## config.mk

```make
export PLATFORM = sky130hd
export DESIGN_NAME = game_tick_ctrl
export DESIGN_NICKNAME = d
export VERILOG_FILES = /design/src/rtl/snake_pkg.sv /design/src/rtl/game_tick_ctrl.sv
export SDC_FILE = /design/constraint.sdc
export NUM_CORES = 1
export LEC_CHECK = 0
export ABC_AREA = 1
export ABC_CLOCK_PERIOD_IN_PS = 2100
export BUFFER_PORTS_ARGS = -buffer_cell sky130_fd_sc_hd__buf_2
export CELL_PAD_IN_SITES_DETAIL_PLACEMENT = 1
export CELL_PAD_IN_SITES_GLOBAL_PLACEMENT = 2
export CORE_UTILIZATION = 35
export CTS_CLUSTER_SIZE = 12
export DETAILED_ROUTE_END_ITERATION = 6
export PLACE_DENSITY = 0.79
export SLEW_MARGIN = 20
export SYNTH_ARGS = -nofsm -noshare
export SYNTH_HDL_FRONTEND = slang
export SYNTH_SLANG_ARGS = --single-unit
```

## constraint.sdc

```tcl
create_clock -name clk_75 -period 2.1 [get_ports clk_75]
set_clock_uncertainty 0.1 [all_clocks]
set_input_delay 0.42 -clock clk_75 [delete_from_list [all_inputs] [get_ports clk_75]]
set_output_delay 0.42 -clock clk_75 [all_outputs]
set_load 0.01 [all_outputs]
```

## src/rtl/snake_pkg.sv

```systemverilog
// Shared match-level types for the networked snake design.
package snake_pkg;

    typedef enum logic [1:0] {
        MENU,
        LOBBY,
        GAME,
        OVER
    } game_mode;

endpackage

```

## src/rtl/game_tick_ctrl.sv

```systemverilog
// GAME-phase sequencer: start countdown, then lockstep-gated board advance
// pulses with a link timeout and peer overrun detection.
module game_tick_ctrl #(
    parameter int unsigned SECOND_CYCLES  = 75_000_000,
    parameter int unsigned STEP_CYCLES    = 7_500_000,
    parameter int unsigned TIMEOUT_CYCLES = 75_000_000,
    parameter int unsigned COUNT_FROM     = 3
) (
    input  logic                clk_75,
    input  logic                rst_n,
    input  snake_pkg::game_mode mode,
    output logic                step_tx_req,
    input  logic                step_tx_ack,
    input  logic                remote_step,
    output logic                step,
    output logic [1:0]          countdown,
    output logic                running,
    output logic [15:0]         step_cnt,
    output logic                con_error
);

    localparam int unsigned TICK_MAX = (SECOND_CYCLES > STEP_CYCLES) ? SECOND_CYCLES : STEP_CYCLES;
    localparam int unsigned TW       = (TICK_MAX > 1) ? $clog2(TICK_MAX) : 1;
    localparam int unsigned OW       = (TIMEOUT_CYCLES > 1) ? $clog2(TIMEOUT_CYCLES) : 1;

    localparam logic [TW-1:0] SEC_LAST  = TW'(SECOND_CYCLES - 1);
    localparam logic [TW-1:0] STEP_LAST = TW'(STEP_CYCLES - 1);
    localparam logic [OW-1:0] TMO_LAST  = OW'(TIMEOUT_CYCLES - 1);
    localparam logic [1:0]    CD_START  = 2'(COUNT_FROM);

    typedef enum logic [2:0] {
        IDLE,
        COUNT,
        WAIT_TICK,
        SEND,
        SYNC,
        STEP,
        ERR
    } state_t;

    state_t        state, state_d;
    logic [TW-1:0] timer, timer_d;
    logic [OW-1:0] tmo, tmo_d;
    logic          remote_seen, seen_d;
    logic          req_d, step_d, running_d, err_d;
    logic [1:0]    countdown_d;
    logic [15:0]   step_cnt_d;
    logic          in_game, overrun, fail;

    always_ff @(posedge clk_75 or negedge rst_n) begin
        if (!rst_n) begin
            state       <= IDLE;
            timer       <= '0;
            tmo         <= '0;
            remote_seen <= 1'b0;
            step_tx_req <= 1'b0;
            step        <= 1'b0;
            countdown   <= '0;
            running     <= 1'b0;
            step_cnt    <= '0;
            con_error   <= 1'b0;
        end else begin
            state       <= state_d;
            timer       <= timer_d;
            tmo         <= tmo_d;
            remote_seen <= seen_d;
            step_tx_req <= req_d;
            step        <= step_d;
            countdown   <= countdown_d;
            running     <= running_d;
            step_cnt    <= step_cnt_d;
            con_error   <= err_d;
        end
    end

    always_comb begin
        state_d     = state;
        timer_d     = timer;
        tmo_d       = tmo;
        seen_d      = remote_seen;
        req_d       = step_tx_req;
        step_d      = 1'b0;
        countdown_d = countdown;
        running_d   = running;
        step_cnt_d  = step_cnt;
        err_d       = con_error;
        fail        = 1'b0;
        in_game     = (mode == snake_pkg::GAME);
        overrun     = remote_step && remote_seen;

        case (state)
            IDLE: begin
                timer_d     = '0;
                tmo_d       = '0;
                seen_d      = 1'b0;
                req_d       = 1'b0;
                countdown_d = '0;
                running_d   = 1'b0;
                step_cnt_d  = '0;
                err_d       = 1'b0;
                if (in_game) begin
                    state_d     = COUNT;
                    countdown_d = CD_START;
                end
            end
            COUNT: begin
                if (timer == SEC_LAST) begin
                    timer_d = '0;
                    if (countdown == 2'd1) begin
                        countdown_d = '0;
                        running_d   = 1'b1;
                        state_d     = WAIT_TICK;
                    end else begin
                        countdown_d = countdown - 2'd1;
                    end
                end else begin
                    timer_d = timer + 1'b1;
                end
            end
            WAIT_TICK: begin
                seen_d = remote_seen | remote_step;
                if (overrun) begin
                    fail = 1'b1;
                end else if (timer == STEP_LAST) begin
                    timer_d = '0;
                    tmo_d   = '0;
                    req_d   = 1'b1;
                    state_d = SEND;
                end else begin
                    timer_d = timer + 1'b1;
                end
            end
            SEND: begin
                seen_d = remote_seen | remote_step;
                tmo_d  = tmo + 1'b1;
                if (overrun || tmo == TMO_LAST) begin
                    fail = 1'b1;
                end else if (step_tx_ack) begin
                    req_d   = 1'b0;
                    state_d = SYNC;
                end
            end
            SYNC: begin
                seen_d = remote_seen | remote_step;
                tmo_d  = tmo + 1'b1;
                if (overrun || tmo == TMO_LAST) begin
                    fail = 1'b1;
                end else if (remote_seen || remote_step) begin
                    // step and the new count are registered here so both are visible during STEP
                    seen_d     = 1'b0;
                    step_d     = 1'b1;
                    step_cnt_d = step_cnt + 16'd1;
                    state_d    = STEP;
                end
            end
            STEP: begin
                seen_d  = 1'b0;
                timer_d = '0;
                state_d = WAIT_TICK;
            end
            ERR: begin
            end
            default: state_d = IDLE;
        endcase

        if (fail) begin
            state_d   = ERR;
            err_d     = 1'b1;
            req_d     = 1'b0;
            running_d = 1'b0;
            step_d    = 1'b0;
        end

        if (!in_game && state != IDLE) begin
            state_d     = IDLE;
            timer_d     = '0;
            tmo_d       = '0;
            seen_d      = 1'b0;
            req_d       = 1'b0;
            step_d      = 1'b0;
            countdown_d = '0;
            running_d   = 1'b0;
            step_cnt_d  = '0;
            err_d       = 1'b0;
        end
    end

endmodule

```

# --- Word level (Yosys, flattened, before mapping) ---
# Index checks and enable logic that the tools add are counted.
totals:
  in_bits: 6
  output_inout_bits: 22
  word_cells: 123
  register_bits: 80
op_classes:
  bitwise_logic: 1
  mux: 57
  eq_ne: 26
  reduce_logical: 25
  add_sub_neg: 4
op_table:
  columns: ["operator", "count"]
  rows:
  - ["$mux 27", 7]
  - ["$pmux 27 s3", 2]
  - ["$add 27x1->27 const B", 2]
  - ["$eq 27x27->1 const B", 2]
  - ["$mux 16", 3]
  - ["$ne 4x4->1 const B", 9]
  - ["$mux 3", 11]
  - ["$pmux 16 s2", 1]
  - ["$eq 27x23->1 const B", 1]
  - ["$mux 1", 23]
  - ["$pmux 3 s7", 1]
  - ["$ne 3x3->1 const B", 6]
  - ["$add 16x1->16 const B", 1]
  - ["$reduce_bool 4->1", 4]
  - ["$reduce_bool 3->1", 4]
  - ["$reduce_and 10->1", 1]
  - ["$eq 3x3->1 const B", 3]
  - ["$reduce_and 3->1", 3]
  - ["$mux 2", 4]
  - ["$eq 3x2->1 const B", 2]
  - ["$pmux 1 s3", 2]
  - ["$reduce_or 2->1", 3]
  - ["$reduce_and 5->1", 1]
  - ["$reduce_bool 5->1", 1]
  - ["12 further kinds", 16]

# --- Depth between registers and ports, before layout ---
# Gate-level depths: netlist of run 1.
logic_depth:
  word_depth: 6
  mapped_depth: 14
  mapped_depth_nobuf: 14

# --- Worst setup path after synthesis of run 1 ---
# No wires, ideal clock.
synth_timing:
  path_kind: "reg-to-reg"
  startpoint: "register tmo[0]"
  endpoint: "register step_cnt[10]"
  path_stages_with_launch: 15
  required_ps: 1883
  t_arrival_ps: 1647
  setup_slack_ps: 235
  path_cell_list: "dfrtp_1 > ha_1 > inv_2 > nor2_4 > nand2_1 > nor2_1 > nand2_1 > nand2_2 > nor2_2 > nand2_2 > nand2_2 > buf_6 > buf_8 > nand3_1 > nand2_1"
synth_between:
  elab_chain_cells: 4
synth_rtl:
  columns: ["element", "line", "text"]
  rows:
  - ["start, declared", "game_tick_ctrl.sv:43", "logic [OW-1:0] tmo, tmo_d;"]
  - ["start signal, assigned", "game_tick_ctrl.sv:65", "tmo <= tmo_d;"]
  - ["$eq 27x27->1", "game_tick_ctrl.sv:146", "if (overrun || tmo == TMO_LAST) begin"]
  - ["$logic_or 1x1->1", "game_tick_ctrl.sv:146", null]
  - ["$ne 3x3->1 (no line)", null, null]
  - ["$reduce_and 3->1 (no line)", null, null]
  - ["end signal, assigned", "game_tick_ctrl.sv:71", "step_cnt <= step_cnt_d;"]
  - ["end, declared", "game_tick_ctrl.sv:18", "output logic [15:0] step_cnt,"]
# Every way passes these cells.
# A chain may end at the register's enable or synchronous reset.

# --- Worst setup path in the final report of run 1 ---
layout_timing:
  startpoint: "register timer[0]"
  endpoint: "register timer[26]"
layout_between:
  elab_chain_cells: 5
  word_cells_on_any_way: 8
  classes_between: "1 x add/sub; 2 x eq/ne; 5 x mux"
layout_rtl:
  columns: ["element", "line", "text"]
  rows:
  - ["start, declared", "game_tick_ctrl.sv:42", "logic [TW-1:0] timer, timer_d;"]
  - ["start signal, assigned", "game_tick_ctrl.sv:64", "timer <= timer_d;"]
  - ["$add 27x1->27 or $eq 27x23->1 (tied branches)", "game_tick_ctrl.sv:117, game_tick_ctrl.sv:130, game_tick_ctrl.sv:124", null]
  - ["$mux 27", "game_tick_ctrl.sv:124", "end else if (timer == STEP_LAST) begin"]
  - ["$mux 27", "game_tick_ctrl.sv:122", "if (overrun) begin"]
  - ["$pmux 27 s3 (*)", "game_tick_ctrl.sv:91", "case (state)"]
  - ["$mux 27 (*)", "game_tick_ctrl.sv:174", "if (!in_game && state != IDLE) begin"]
# Mark *: on every way between the ends. The rest lies on a longest branch, timed or not. The select of a mux whose other input is x is not followed.

==> results of run 1 <==
layout make-up:
class	instances	share of cell area (%)
tap	211	3.97
inverter	103	6.08
clock inverter	3	0.603
clock buffer	13	3.92
multi-input combinational	602	47.2
timing repair buffer	71	7.93
sequential	80	30.1
timing repair inverter	1	0.113
per-layer routing:
metal  part of all wire (%)  GRT usage (%)  vias up
met5                      0              0        -
met4                    1.6           7.34        0
met3                    2.1           2.35       19
met2                     51           41.8       69
met1                     45           29.4     2739
li1                       -              -     2747
kinds of logic (layout without fill, tap and decap cells):
group | Yosys count | after routing | share of synthesized area [%]
simple gates | 487 | 487 | 40.9
buf+inv | 117 | 191 | 9.18
compound gates | 93 | 93 | 9.86
flops | 80 | 80 | 36.3
xor+xnor | 18 | 18 | 2.86
fa+ha+maj | 4 | 4 | 0.906
flip-flops by register name (all words and copies together) (netlist names):
register,cells
con_error,1
countdown,2
remote_seen,1
running,1
state,3
step,1
step_cnt,16
step_tx_req,1
timer,27
tmo,27
what timing repair did:
action	in CTS	in global routing
gates cloned	0	2
resized for setup	4	42
setup endpoints to repair	17	62
pin swaps	0	4
setup buffers	0	7
through the flow:
step | std cells | setup WS [ns] | TNS (ns)
6_report | 1084 | 0.122 | 0
5_1_grt | 1084 | -0.0602 | -0.170
4_1_cts | 1075 | -0.00347 | -0.00347
3_5_place_dp | 1059 | -0.0431 | -0.354
3_3_place_gp | 1059 | -0.0131 | -0.0559
2_1_floorplan | 799 | 0.235 | 0
Yosys cell counts (5+ instances only):
master and count:
a21oi_1 27, buf_2 5, dfrtp_1 80, inv_1 92, inv_2 8, nand2_1 211
nand2_2 6, nand2_4 5, nand3_1 59, nand4_1 31, nor2_1 95, nor2_2 18
nor2_4 6, nor3_1 39, nor4_1 6, o21ai_0 40, xor2_1 18
power breakdown:
part           leakage [nW]  internal [mW]  switching (mW)  total [mW]
Sequential             1.11           1.64          0.0947        1.74
Combinational          1.56          0.704            1.67        2.37
Clock                 0.150          0.985           0.675        1.66
Total                  2.81           3.33            2.44        5.77
cells in the final DEF (no fill, tap or decap), types with 11 or more instances in the layout:
| cell | synthesis | final |
|---|---|---|
| nand2_2 | 6 | 11 |
| nand3_1 | 59 | 55 |
| nor2_1 | 95 | 86 |
| xor2_1 | 18 | 17 |
| dfrtp_1 | 80 | 79 |
| inv_2 | 8 | 13 |
| inv_1 | 92 | 86 |
| buf_4 | 1 | 40 |
| a21oi_1 | 27 | 27 |
| nor2_2 | 18 | 24 |
| nor3_1 | 39 | 38 |
| o21ai_0 | 40 | 38 |
| nand4_1 | 31 | 31 |
| nand2_1 | 211 | 204 |
| buf_2 | 5 | 26 |
path summary, 6_finish.rpt:
kind                                end         from  cells past startpoint
max                           timer[26]     timer[0]                     13
min                             tmo[22]        rst_n                      2
max reg2reg                   timer[26]     timer[0]                     13
min reg2reg                 step_tx_req  step_tx_req                      2
max in group asynchronous      state[1]        rst_n                      2
min in group clk_75        countdown[0]      mode[0]                      4
==> summary.md, run 1 <==
| Metric | Value |
|---|---|
| Status | finished, violations left |
| Failing checks | hold timing |
| Max transition margin | 66.9% |
| Register area share after synthesis | 36.3% |
| Vias/cell | approximately 5.1 |
| Synthesized flop and latch total | 80 |
| Placed instance area | 0.00612 mm2 |
| Nets | slightly below 900 |
| Slowest-stage cell, CP | dfrtp_1 |
| CP bufs+invs | 1 |
| Inserted Clock Buffers | 9 |
| P&R area growth vs syn | 20.3% |
| Share of layout cells above drive strength 1 | 20.5% |
| Multi-input gate area | 0.00314 mm2 |
| Clock sink count | 80 |
| Clock slew seen by the registers of the worst setup and hold paths | 0.06 ns |
| Pwr dens | 868 mW/mm2 |
| Mapped Cells | 799 |
| Die width | 128 um |
| Final core occ | about 43% |
| Post-synth ARST share | between 90% and 100% |
| Final worst path period need | 1.98 ns |
| DRT iter0 DRCs | about 270 |
| Hpwl dp | 13.7 mm |
| Worst Path Required | 2.28 ns |
| Min-Delay Path Class | input pin to asynchronous set/reset pin |
| Total die area | 0.0163 mm2 |
| Crit path largest cell delay | 0.38 ns |
| RSZ-0062 raised after global routing | true |
| Grt total ovfl | 0 |
| Netlist Area Pre-Place | ~0.0055 mm2 |
| Final ANT Viol Nets | 0 |
| Final setup vio count | 0 |
| DRT Wirelength | 18.1 mm |
| Fmax | 0.505 GHz |
| Vias in the first global route | 5,827 |
| Final Cycle Share | 94.2% |
| Maximum buffer depth of the clock tree | 2 |
| Row cnt | 45 |
| Largest net degree at the start of global routing | 81 |
| Top_reg_cell synth | dfrtp_1 |
| CTS tree | done |
| Core area | 0.0153 mm2 |
| Clock Latency Late Sink | 0.35 ns |
| Detailed Routing Iterations Pass 1 | 4 |
| First-pass GRT wire length | 30.0 mm |
| Synth area leader | dfrtp_1 |
| DR vias | 5,574 |
| # hold bufs at CTS | 0 |
| H-Tree Depth | 3 |
| Worst setup EP type | flip-flop |
| Total area of sequential cells | 0.00200 mm2 |
| WS Path Type | flip-flop to flip-flop |
| DIE HEIGHT | 128 um |
| Setup crit start kind | flip-flop |
| I/O Pins | 28 |
| Tot Pwr | 5.77 mW |
| Ant diodes | 0 |
| Max-cap violation count | 0 |
| Fillers | between 1.5k and 2k |
| Hold WS | -0.0206 ns |
| Peak supply drop | 0.553 mV |
| GRT Overall Usage | a little under a quarter |
| Final hold violations | 6 |
| CP cell instances | ha_1, nand2_1, nor2_2, nand2_2, nor2_2, inv_2, nor2_4, nand2_2, nor2_4, nand2_1, o21ai_2, nand2_1, nor2_2 |
| Synth top area cells | dfrtp_1 36%, nand2_1 14%, nor2_1 6.5% |
| Root buf cell | clkbuf_16 |
| Synth Warn # | 0 |
| Leakage power | 2.81 nW |
| CP arrival | 2.16 ns |
| Slew @ Worst Pin | 0.492 ns |
| Syn Area/Cell | 6.91 um2 |
| CP Max Fanout | 3 |
| Initial antenna violation count | 0 |
| Syn nets | 809 |
| Cell area after layout | 0.00665 mm2 |
| R2R setup slack | 0.12 ns |
| IO buf count | 27 |
| Final routed DRC violation total | 0 |
| Placer Congestion | 0.896 |
| Wire length per cell | approximately 17 um |
| EDFF count, synth | 0 |
| Share of the synthesized area in the top cell type | 36.3% |
| Post-synthesis cell type count | between 40 and 50 |
| Starting Density | 36.1% |
| Max Transition Viols Final | 0 |
| Critical path's top delay family | simple AND/OR/NAND/NOR gates |
Power figures use the tool's default switching activity.
==> inputs of run 2 (changes only) <==
--- a/config.mk
+++ b/config.mk
@@ -13,7 +13,7 @@
 export CORE_UTILIZATION = 35
 export CTS_CLUSTER_SIZE = 12
 export DETAILED_ROUTE_END_ITERATION = 6
-export PLACE_DENSITY = 0.79
+export PLACE_DENSITY_LB_ADDON = 0.08
 export SLEW_MARGIN = 20
 export SYNTH_ARGS = -nofsm -noshare
 export SYNTH_HDL_FRONTEND = slang
==> summary.md, run 2 (synthesis gave the netlist of run 1 again) <==
| Metric | Value |
|---|---|
| Cells after DPL | 1,062 (+0.28%) |
| Slew @ Worst Pin | 0.588 ns (+0.0960 ns) |
| Part of the power in the clock network | 28.0% (-0.8 points) |
| DR WL met3 | 369 um (-2.1%) |
| Wire length on met1 | 8.28 mm (+0.88%) |
| CP Max Fanout | 4 (+1) |
| Max-cap violation count | 0 (unchanged) |
| Total die area | 0.0163 mm2 (unchanged) |
| Share of layout cells above drive strength 1 | 20.4% (-0.12 points) |
| Core area | 0.0153 mm2 (unchanged) |
| Largest regs | timer x27, tmo x27, step_cnt x16 |
| First-pass GRT wire length | 30.2 mm (+0.64%) |
| Multi-input gate area | 0.00316 mm2 (+0.64%) |
| Hold endpoint | countdown[0] |
| Grt total ovfl | 0 (unchanged) |
| Met2 wire length | 9.23 mm (-0.23%) |
| Total area of sequential cells | 0.00201 mm2 (+0.12%) |
| RSZ-0062 raised after global routing | true |
| Ant diodes | 0 (unchanged) |
| Clock sink count | 80 (unchanged) |
| Hpwl dp | 14.0 mm (+2.0%) |
| Final hold violations | 0 (-6) |
| Commonest non-fill, non-tap cells in the layout | 207 x nand2_1, 88 x nor2_1, 87 x inv_1 |
| Leading cell type in the layout, fill and taps excluded | nand2_1 |
| Maximum buffer depth of the clock tree | 2 (unchanged) |
| Nets | 884 (+0.68%) |
| Worst setup EP type | flip-flop |
| Placer Congestion | 0.900 (+0.49%) |
| Root buf cell | clkbuf_16 |
| Max Transition Viols Final | 0 (unchanged) |
| Clock slew seen by the registers of the worst setup and hold paths | 0.06 ns (about the same) |
| DIE HEIGHT | 128 um (unchanged) |
| Switching Fraction | 42.2% (-0.049 points) |
| WS Path Type | flip-flop to flip-flop |
| CP arrival | 2.16 ns (about the same) |
| Flop pwr share | 30.5% (+0.4 points) |
| Worst Path Required | 2.23 ns (-0.05 ns) |
| Row cnt | 45 (unchanged) |
| Fmax | 0.493 GHz (-2.4%) |
| Pwr dens | 856 mW/mm2 (-1.3%) |
| Hold Path Depth | 4 |
| Worst reg2reg path depth | 12 (-1) |
| GRT Overall Usage | 23.8% (+0.51 points) |
| Initial antenna violation count | 0 (unchanged) |
| Vias in the first global route | 5,908 (+1.4%) |
| Psw | 2.43 mW (-0.34%) |
| DR vias | 5,618 (+0.79%) |
| Min-Delay Path Class | input pin to flip-flop |
| Status | finished clean |
| CTS tree | done |
| IO buf count | 27 (unchanged) |
| Vias/cell | 5.16 (+0.33%) |
| Clock Latency Late Sink | 0.35 ns (about the same) |
| Peak supply drop | 0.411 mV (-26%) |
| Critical R2R Capture | timer[20] |
| Final routed DRC violation total | 0 (unchanged) |
| Final Cycle Share | 96.5% (+2.3 points) |
| P&R area growth vs syn | 21.7% |
| R2R setup slack | 0.07 ns (-0.05 ns) |
| Die width | 128 um (unchanged) |
| DRT iter0 DRCs | 255 (-4.1%) |
| Final worst path period need | 2.03 ns (+0.0486 ns) |
| Wire length per cell | 16.7 um (about the same) |
| Max transition margin | 60.8% (-6.1 points) |
| Final std cells w/o fill | 1,089 (+0.46%) |
| Worst r2r src | timer[0] |
| Launch point of the worst hold path | mode[0] |
| Combinational share of power | 41.6% (+0.5 points) |
| Leakage power | 2.88 nW (+2.2%) |
| Setup crit start kind | flip-flop |
| Largest net degree at the start of global routing | 38 (-53%) |
| Fillers | 1,990 (+0.45%) |
| I/O Pins | 28 (unchanged) |
| H-Tree Depth | 3 (unchanged) |
| Final ANT Viol Nets | 0 (unchanged) |
| Detailed Routing Iterations Pass 1 | 4 (unchanged) |
| Top sig layer | met4 |
| Inserted Clock Buffers | 9 (unchanged) |
| Starting Density | 36.1% (unchanged) |
| TNS Setup | 0 ns (unchanged) |
| DRT Wirelength | 18.2 mm (+0.47%) |
| Int Pwr | 3.33 mW (-0.13%) |
| Final setup vio count | 0 (unchanged) |
==> run 2: per-layer routing <==
layer / global-route usage, % / vias to the layer above
met5: 0 / -
met4: 8.17 / 0
met3: 2.35 / 25
met2: 42.6 / 72
met1: 29.9 / 2757
li1: - / 2764
==> run 2: worst max path at each step <==
stage | from | depth (start not counted) | slack (ns) | endpoint
final | timer[0] | 12 | 0.07 | timer[20]
after global routing | timer[23] | 11 | -0.03 | tmo[3]
after CTS | timer[23] | 12 | 0.001 | timer[4]
after detailed placement | timer[0] | 12 | 0.0004 | timer[22]
after global placement | timer[16] | 12 | 0.04 | state[1]
after floorplan | tmo[0] | 14 | 0.24 | step_cnt[10]
==> run 2: power by group through the flow <==
stage                     Clock [mW]  Combinational, mW  Sequential, mW
after global placement             0               2.21            1.75
after global routing            1.70               2.66            1.77
after detailed placement           0               2.26            1.76
after floorplan                    0               1.54            1.76
final                           1.61               2.39            1.75
after CTS                       1.65               2.27            1.73
==> run 2: cell type report <==
type	instances	area share, %
repair inverters	1	0.0745
multi-input cells	603	47.0
clock buffers	12	3.67
repair buffers	76	8.86
well taps	211	3.93
flip-flops and latches	80	29.9
inverters	103	5.96
clock inverters	3	0.633
==> run 2: metrics by stage <==
stage          hold WS, ns  util (%)  worst slack (ns)  power [mW]  area [um2]
2_1_floorplan       0.0244         -             0.235        3.31        5520
3_3_place_gp         0.349      40.2            0.0421        3.96        6160
3_5_place_dp         0.354      40.2          0.000378        4.02        6160
4_1_cts              0.314      42.2           0.00102        5.66        6460
5_1_grt              0.347      43.9           -0.0341        6.12        6720
6_report             0.318      43.9            0.0731        5.75        6720
==> run 2: critical path, stage by stage, from the launching register on <==
cell and delay, ns:
dfrtp_1 0.42, ha_4 0.17, nand2_4 0.06, nor2_4 0.11, nand2_4 0.08, nor2_4 0.12, inv_2 0.07, nor3_4 0.26
buf_4 0.16, buf_4 0.10, nand3_2 0.05, xor2_1 0.16, nor2_2 0.04
==> run 2: timing repair <==
action                                  4_1_cts  5_1_grt
hold endpoints to repair                     17        0
endpoints found under the setup margin        1       56
buffers inserted                              0        8
gates cloned                                  0        3
pin swaps                                     0        8
gates resized for setup                       1       46
hold buffers                                  1        0
